`config.mk`:
```
export PLATFORM = sky130hd
export DESIGN_NAME = spi_tx_sched
export DESIGN_NICKNAME = d
export VERILOG_FILES = /design/src/rtl/spi_tx_sched.sv
export SDC_FILE = /design/constraint.sdc
export NUM_CORES = 1
export LEC_CHECK = 0
export ABC_AREA = 1
export CAP_MARGIN = 20
export CORE_AREA = 2 2 97 99
export DETAILED_ROUTE_END_ITERATION = 12
export DIE_AREA = 0 0 99 101
export PLACE_DENSITY = 0.77
export REMOVE_ABC_BUFFERS = 1
export SLEW_MARGIN = 30
export SYNTH_ARGS = -nofsm -noshare
export SYNTH_HDL_FRONTEND = slang
export SYNTH_SLANG_ARGS = --single-unit
export TNS_END_PERCENT = 1
```
`constraint.sdc`:
```
create_clock -name clk_i -period 2.1 [get_ports clk_i]
set_input_delay 0.42 -clock clk_i [delete_from_list [all_inputs] [get_ports clk_i]]
set_output_delay 0.42 -clock clk_i [all_outputs]
set_load 0.02 [all_outputs]
```
`src/rtl/spi_tx_sched.sv`:
```
// spi_tx_sched: two-requester round-robin writer into an external FIFO, and a
// read sequencer that pulls one word at a time from that FIFO and hands it to
// an SPI shifter with a one-cycle start pulse, waiting for the done pulse.
//
// Ports
//   clk_i, rst_i                 clock, asynchronous active-high reset
//   en_i                         allows new SPI transfers to begin
//   reqN_valid_i/data_i/ready_o  requester handshakes (N = 0, 1)
//   fifo_data_o, fifo_push_o     FIFO write side
//   fifo_full_i, fifo_empty_i    FIFO status
//   fifo_data_i, fifo_pull_o     FIFO head word and read strobe
//   spi_data_o, spi_start_o      word and start pulse for the shifter
//   spi_done_i                   shifter completion pulse
//   busy_o                       a transfer is in progress
//   level_o                      words currently held in the FIFO
//   tx_cnt_o                     completed transfers, wrapping at 16 bits
module spi_tx_sched #(
    parameter int unsigned g_width = 32,
    parameter int unsigned g_depth = 4,
    localparam int unsigned c_lvl_w = $clog2(g_depth) + 1
) (
    input  logic               clk_i,
    input  logic               rst_i,
    input  logic               en_i,
    input  logic               req0_valid_i,
    input  logic [g_width-1:0] req0_data_i,
    output logic               req0_ready_o,
    input  logic               req1_valid_i,
    input  logic [g_width-1:0] req1_data_i,
    output logic               req1_ready_o,
    output logic [g_width-1:0] fifo_data_o,
    output logic               fifo_push_o,
    input  logic               fifo_full_i,
    input  logic               fifo_empty_i,
    input  logic [g_width-1:0] fifo_data_i,
    output logic               fifo_pull_o,
    output logic [g_width-1:0] spi_data_o,
    output logic               spi_start_o,
    input  logic               spi_done_i,
    output logic               busy_o,
    output logic [c_lvl_w-1:0] level_o,
    output logic [15:0]        tx_cnt_o
);

    typedef enum logic [1:0] {StIdle, StStart, StWait} state_t;

    localparam logic [c_lvl_w-1:0] c_level_max = c_lvl_w'(g_depth);

    state_t             r_state;
    state_t             w_state_nxt;
    logic               r_prio;
    logic [c_lvl_w-1:0] r_level;
    logic [15:0]        r_tx_cnt;
    logic [g_width-1:0] r_spi_data;

    logic w_grant_vld;
    logic w_grant_idx;
    logic w_push;
    logic w_pull;
    logic w_start;
    logic w_done;

    // Write arbitration: preferred requester first, otherwise the other one.
    always_comb begin
        w_grant_vld = req0_valid_i | req1_valid_i;
        if (r_prio) begin
            w_grant_idx = req1_valid_i ? 1'b1 : 1'b0;
        end else begin
            w_grant_idx = req0_valid_i ? 1'b0 : 1'b1;
        end
        // Gated by rst_i so no strobe escapes while reset is asserted.
        w_push = w_grant_vld & ~fifo_full_i & ~rst_i;
    end

    assign fifo_push_o  = w_push;
    assign fifo_data_o  = !w_grant_vld ? '0 : (w_grant_idx ? req1_data_i : req0_data_i);
    assign req0_ready_o = w_push & ~w_grant_idx;
    assign req1_ready_o = w_push & w_grant_idx;

    // Read sequencer next state and strobes.
    always_comb begin
        w_state_nxt = r_state;
        w_pull      = 1'b0;
        w_start     = 1'b0;
        w_done      = 1'b0;
        unique case (r_state)
            StIdle: begin
                if (en_i && !fifo_empty_i && !rst_i) begin
                    w_pull      = 1'b1;
                    w_state_nxt = StStart;
                end
            end
            StStart: begin
                w_start     = 1'b1;
                w_state_nxt = StWait;
            end
            StWait: begin
                if (spi_done_i) begin
                    w_done      = 1'b1;
                    w_state_nxt = StIdle;
                end
            end
            default: begin
                w_state_nxt = StIdle;
            end
        endcase
    end

    always_ff @(posedge clk_i or posedge rst_i) begin
        if (rst_i) begin
            r_state    <= StIdle;
            r_prio     <= 1'b0;
            r_level    <= '0;
            r_tx_cnt   <= '0;
            r_spi_data <= '0;
        end else begin
            r_state <= w_state_nxt;
            // Prefer whoever was not served this cycle.
            if (w_push) begin
                r_prio <= ~w_grant_idx;
            end
            if (w_pull) begin
                r_spi_data <= fifo_data_i;
            end
            if (w_done) begin
                r_tx_cnt <= r_tx_cnt + 16'd1;
            end
            // Push and pull together leave the level unchanged.
            if (w_push && !w_pull && (r_level != c_level_max)) begin
                r_level <= r_level + 1'b1;
            end else if (w_pull && !w_push && (r_level != '0)) begin
                r_level <= r_level - 1'b1;
            end
        end
    end

    assign fifo_pull_o = w_pull;
    assign spi_start_o = w_start;
    assign spi_data_o  = r_spi_data;
    assign busy_o      = (r_state != StIdle);
    assign level_o     = r_level;
    assign tx_cnt_o    = r_tx_cnt;

endmodule
```
* Yosys cells after proc, flatten, opt, wreduce, memory -nomap -nowiden
Index checks and enable logic that the tools add are counted.
** Cells by class
- Bitwise operators :: 8
- Equality and inequality tests :: 5
- Reduce and logical (&&, ||, !) cells :: 15
- Multiplexer cells :: 15
- $add $sub $neg :: 3
** Operator list (number)
- $mux W32 :: 2
- $add A16 B1 Y16 const B :: 1
- $mux W1 :: 8
- $logic_and A1 B1 Y1 :: 6
- $mux W3 :: 2
- $pmux W2 S3 :: 1
- $and A1 B1 Y1 :: 4
- $logic_not A1 Y1 :: 4
- $mux W2 :: 2
- $ne A2 B2 Y1 const B :: 2
- $reduce_bool A2 Y1 :: 2
- $add A3 B1 Y3 const B :: 1
- $ne A3 B3 Y1 const B :: 1
- $not A1 Y1 :: 3
- $reduce_bool A3 Y1 :: 1
- $sub A3 B1 Y3 const B :: 1
- $eq A2 B1 Y1 const B :: 1
- $eq A2 B2 Y1 const B :: 1
- $logic_not A2 Y1 :: 1
- $reduce_and A2 Y1 :: 1
- $or A1 B1 Y1 :: 1
** Word-level totals
- Flip-flop bits (word level) :: 54
- Output and inout port bits :: 89
- Word-level logic and storage cells :: 51

* Logic depth before layout (Yosys ltp)
- Depth after elaboration :: 9
- Depth in mapped cells :: 9
- Mapped depth without buffers :: 9

* Least setup slack after synthesis
Ideal clock, no wire load.
- Path kind :: input-to-reg
- Start point :: in rst_i
- End point :: reg r_level[2] (netlist: level_o[2])
- Library setup time :: 0.117 ns
- Required time :: 1.983 ns
- Arrival time :: 2.422 ns
- Stages :: 8
- Path slack :: -0.439 ns
- Buffers on the path :: 0
- Cells stage by stage :: inv_2 nand2_1 nor2_1 nand3_2 fa_1 o21bai_1 nand3_1 nand2_1
** RTL lines
- start: declaration :: RTL line 23 : input logic rst_i,
- $not A1 Y1 (*) :: RTL line 72 : w_push = w_grant_vld & ~fifo_full_i & ~rst_i;
- $and A1 B1 Y1 (*) :: RTL line 72
- via fifo_push_o :: RTL line 32 : output logic fifo_push_o,
- $logic_not A1 Y1 :: RTL line 131 : end else if (w_pull && !w_push && (r_level != '0)) begin
- $logic_and A1 B1 Y1 (2 in a row) :: RTL line 131
- $reduce_bool A2 Y1 (no source line)
- end signal: assignment :: RTL line 130 : r_level <= r_level + 1'b1;
- end signal: assignment :: RTL line 132 : r_level <= r_level - 1'b1;
- end: declaration :: RTL line 52 : logic [c_lvl_w-1:0] r_level;
The timed path passes the listed nets; every way through them passes the cells marked *.
A chain may end at the register's enable or synchronous reset.

* Final worst setup path
- Start point :: reg r_prio
- End point :: out fifo_data_o[27]
** Between the ends
- Word-level cells in the longest chain between the ends :: 3
** RTL lines
- start: declaration :: RTL line 51 : logic r_prio;
- start signal: assignment :: RTL line 120 : r_prio <= ~w_grant_idx;
- $mux W1 :: RTL line 66 : if (r_prio) begin
- $mux W32 (2 in a row) :: RTL line 76 : assign fifo_data_o = !w_grant_vld ? '0 : (w_grant_idx ? req1_data_i : req0_data_i);
- end: declaration :: RTL line 31 : output logic [g_width-1:0] fifo_data_o,
Every way passes these cells.

==> results.py <==
metrics = {
    "run_status": {
        "outcome": "finished, final reports clean",
    },
    "floorplan": {
        "start_util_pct": 32.29,
        "die_y_um": 101,
        "dieArea_sq_mm": 0.009999,
        "fp.coreArea_sq_mm": 0.008977,
        "io_pins": 193,
        "dieWidth_um": 99,
        "rows": 35,
    },
    "grt": {
        "grt_pass1_wl_um": 16550,
        "grt_pass1_vias": 3427,
        "grtUsageTotal_pct": 20.81,
        "gr-total-overflow": 0,
        "antenna_found_initial": 4,
        "grt_max_degree": 55,
    },
    "timing": {
        "tightest_slew_ns": 0.6736,
        "slew_violations": 0,
        "setup_viol_count_final": 0,
        "fin_skew_ns": 0.007169,
        "hold_violations": 0,
        "fin_crit_ns": 2.004,
        "tns_ns": 0,
        "relSlewSlack_pct": 55.10,
        "fin_crit_sh_pct": 95.42,
        "fmax_mhz": 499.1,
    },
    "setup_path": {
        "crit_start": "r_prio",
        "crit_path_end": "fifo_data_o[27]",
        "cp.arrival_ns": 1.58,
        "crit_path_end_kind": "output pin",
        "crit_required_ns": 1.68,
        "r2r_start": "level_o[0]",
        "rr_endpoint": "level_o[2]",
        "rrSetupSlack_ns": 0.56,
        "ff2ff_path_depth": 7,
        "crit_type": "flop to output pin",
        "start_kind": "flop",
        "crit_fanout": 26,
    },
    "cts": {
        "tritoncts": "done",
        "htreeDepth": 2,
        "ctsLongestPathBuffers": 2,
        "root_buffer": "clkbuf_8",
        "clk-insertion-delay-late_ns": 0.30,
        "cts_buffers": 5,
        "path_clk_slew_ns": 0.09,
        "cts_sinks": 54,
    },
    "power_and_ir_drop": {
        "total_power_w": 0.003846,
        "ir_worst_vdd_v": 0.0004347,
        "p_leak_nw": 2.465,
        "powerDensity_mw_per_mm2": 755.2,
    },
    "placement": {
        "port_buffers": 192,
        "place_congestion": 0.8924,
        "hpwl_um": 8229,
        "dpl_cell_area_sq_mm": 0.005026,
        "dpl.cell_count": 704,
    },
    "hold_path": {
        "hold_class": "flop to flop",
        "holdCritStartpoint": "spi_data_o[15]",
    },
    "detailed_routing": {
        "via_per_inst": 4.682,
        "wl_per_cell_um": 14.79,
        "drc": 0,
        "drt_wl_total_um": 10600,
        "drtIter0Drc": 118,
        "dr.pass1.iters": 4,
        "ant_nets": 0,
        "vias": 3357,
    },
    "final_layout": {
        "instances_no_fill": 717,
        "drive_gt1_share_pct": 14.43,
        "area_growth_pct": 75.66,
        "nNetsFinal": 709,
        "stdcell_area_sq_mm": 0.005092,
        "final_common_cell": "clkdlybuf4s50_1",
        "final_cell_mix": "154 x clkdlybuf4s50_1, 144 x nand2_1, 75 x nor2_1",
    },
    "logic_synthesis": {
        "syn_inst": 401,
        "netlist_area_sq_mm": 0.002899,
        "syn_avg_cell_area_sq_um": 7.230,
        "ys_types": 26,
        "seq_area_frac_synth_pct": 46.61,
        "synth-warning-count": 0,
        "ys_ff_latch": 54,
    },
    "flow_run": {
        "maxCapViolCount": 0,
    },
}
[area by class of cell]
cell class,instances,area [sq um]
Timing Repair Buffer,210,1996
Antenna cell,3,7.507
Clock buffer,6,72.57
Sequential cell,54,1351
Tap cell,111,138.9
Fill cell,836,3885
Clock inverter,1,7.507
Inverter,25,93.84
Multi-Input combinational cell,307,1425
[flip-flops by register name (all words and copies together), names as in the netlist]
register    flops
level_o         3
r_prio          1
r_state         2
spi_data_o     32
tx_cnt_o       16
[cells in the mapped netlist]
| library cell | number | area, sq um |
|---|---|---|
| nand2_1 | 146 | 548.0 |
| a21oi_1 | 1 | 5.000 |
| fa_1 | 1 | 20.02 |
| xnor2_1 | 3 | 26.28 |
| ha_1 | 1 | 12.51 |
| nand3_2 | 3 | 30.03 |
| nand3b_1 | 1 | 7.510 |
| clkbuf_1 | 7 | 26.28 |
| xor2_1 | 7 | 61.31 |
| inv_2 | 3 | 11.26 |
| nor2_4 | 4 | 45.04 |
| nand2_4 | 1 | 11.26 |
| nand3_4 | 1 | 17.52 |
| nand3_1 | 10 | 50.05 |
| o21ai_2 | 1 | 8.760 |
| buf_2 | 7 | 35.03 |
| nand4_1 | 1 | 6.260 |
| o21ai_0 | 34 | 170.2 |
| buf_4 | 1 | 7.510 |
| dfrtp_1 | 54 | 1351 |
| inv_1 | 22 | 82.58 |
| or2_1 | 1 | 6.260 |
| o21bai_1 | 2 | 15.01 |
| nor2_2 | 3 | 18.77 |
| nor2_1 | 84 | 315.3 |
| o21ai_1 | 2 | 10.01 |
[timing repair]
| action | CTS | global route |
|---|---|---|
| hold buffers | 0 | 0 |
| cloned | 2 | 1 |
| resized for setup | 160 | 10 |
| setup endpoints to repair | 35 | 34 |
| setup buffers | 0 | 0 |
| pin swaps | 3 | 5 |
[worst min path at each step]
stage	end	slack (ns)	cells after the start
after floorplan	level_o[0]	0.51	1
after global placement	spi_data_o[20]	0.46	2
after detailed placement	spi_data_o[15]	0.46	2
after CTS	spi_data_o[15]	0.49	2
after global routing	spi_data_o[20]	0.51	2
final	spi_data_o[15]	0.48	2
[where the power goes]
part | switching [W] | internal (W)
clock network | 0.000314 | 0.000229
registers | 0.000185 | 0.00124
logic | 0.000994 | 0.000882
total | 0.00149 | 0.00235
[routing by layer]
layer	global-route usage, %	vias to the layer above	share of wire (%)
met5	0	-	0.12
met4	5.690	2	1.7
met3	6.241	18	10
met2	38.98	159	51
met1	22.76	1539	37
li1	-	1639	-
[cells by family after synthesis]
kind of cell / count (synthesis) / synth area share [%]
adder cells (fa/ha/maj): 2 / 1.122
AO/OA/AOI/OAI: 40 / 7.207
buffers and inverters: 40 / 5.611
flip-flops: 54 / 46.61
AND/OR/NAND/NOR: 255 / 36.43
XOR/XNOR: 10 / 3.021
[critical path, stage by stage (launching register included)]
cell     delay [ns]
dfrtp_1        0.44
o21ai_4        0.23
inv_2          0.10
buf_12         0.17
nor2_1         0.12
nor2_1         0.06
buf_2          0.16
[per-stage QoR]
stage	hold WS (ns)	worst slack (ns)	util [%]
final	0.4822	0.09626	56.72
after detailed placement	0.4650	-0.5609	55.99
after CTS	0.4891	-0.1070	56.18
after global routing	0.5120	-0.03865	56.64
after floorplan	0.5091	-0.4576	-
after global placement	0.4624	-0.5461	55.99
Note: power is estimated with default switching activity, not from simulation.
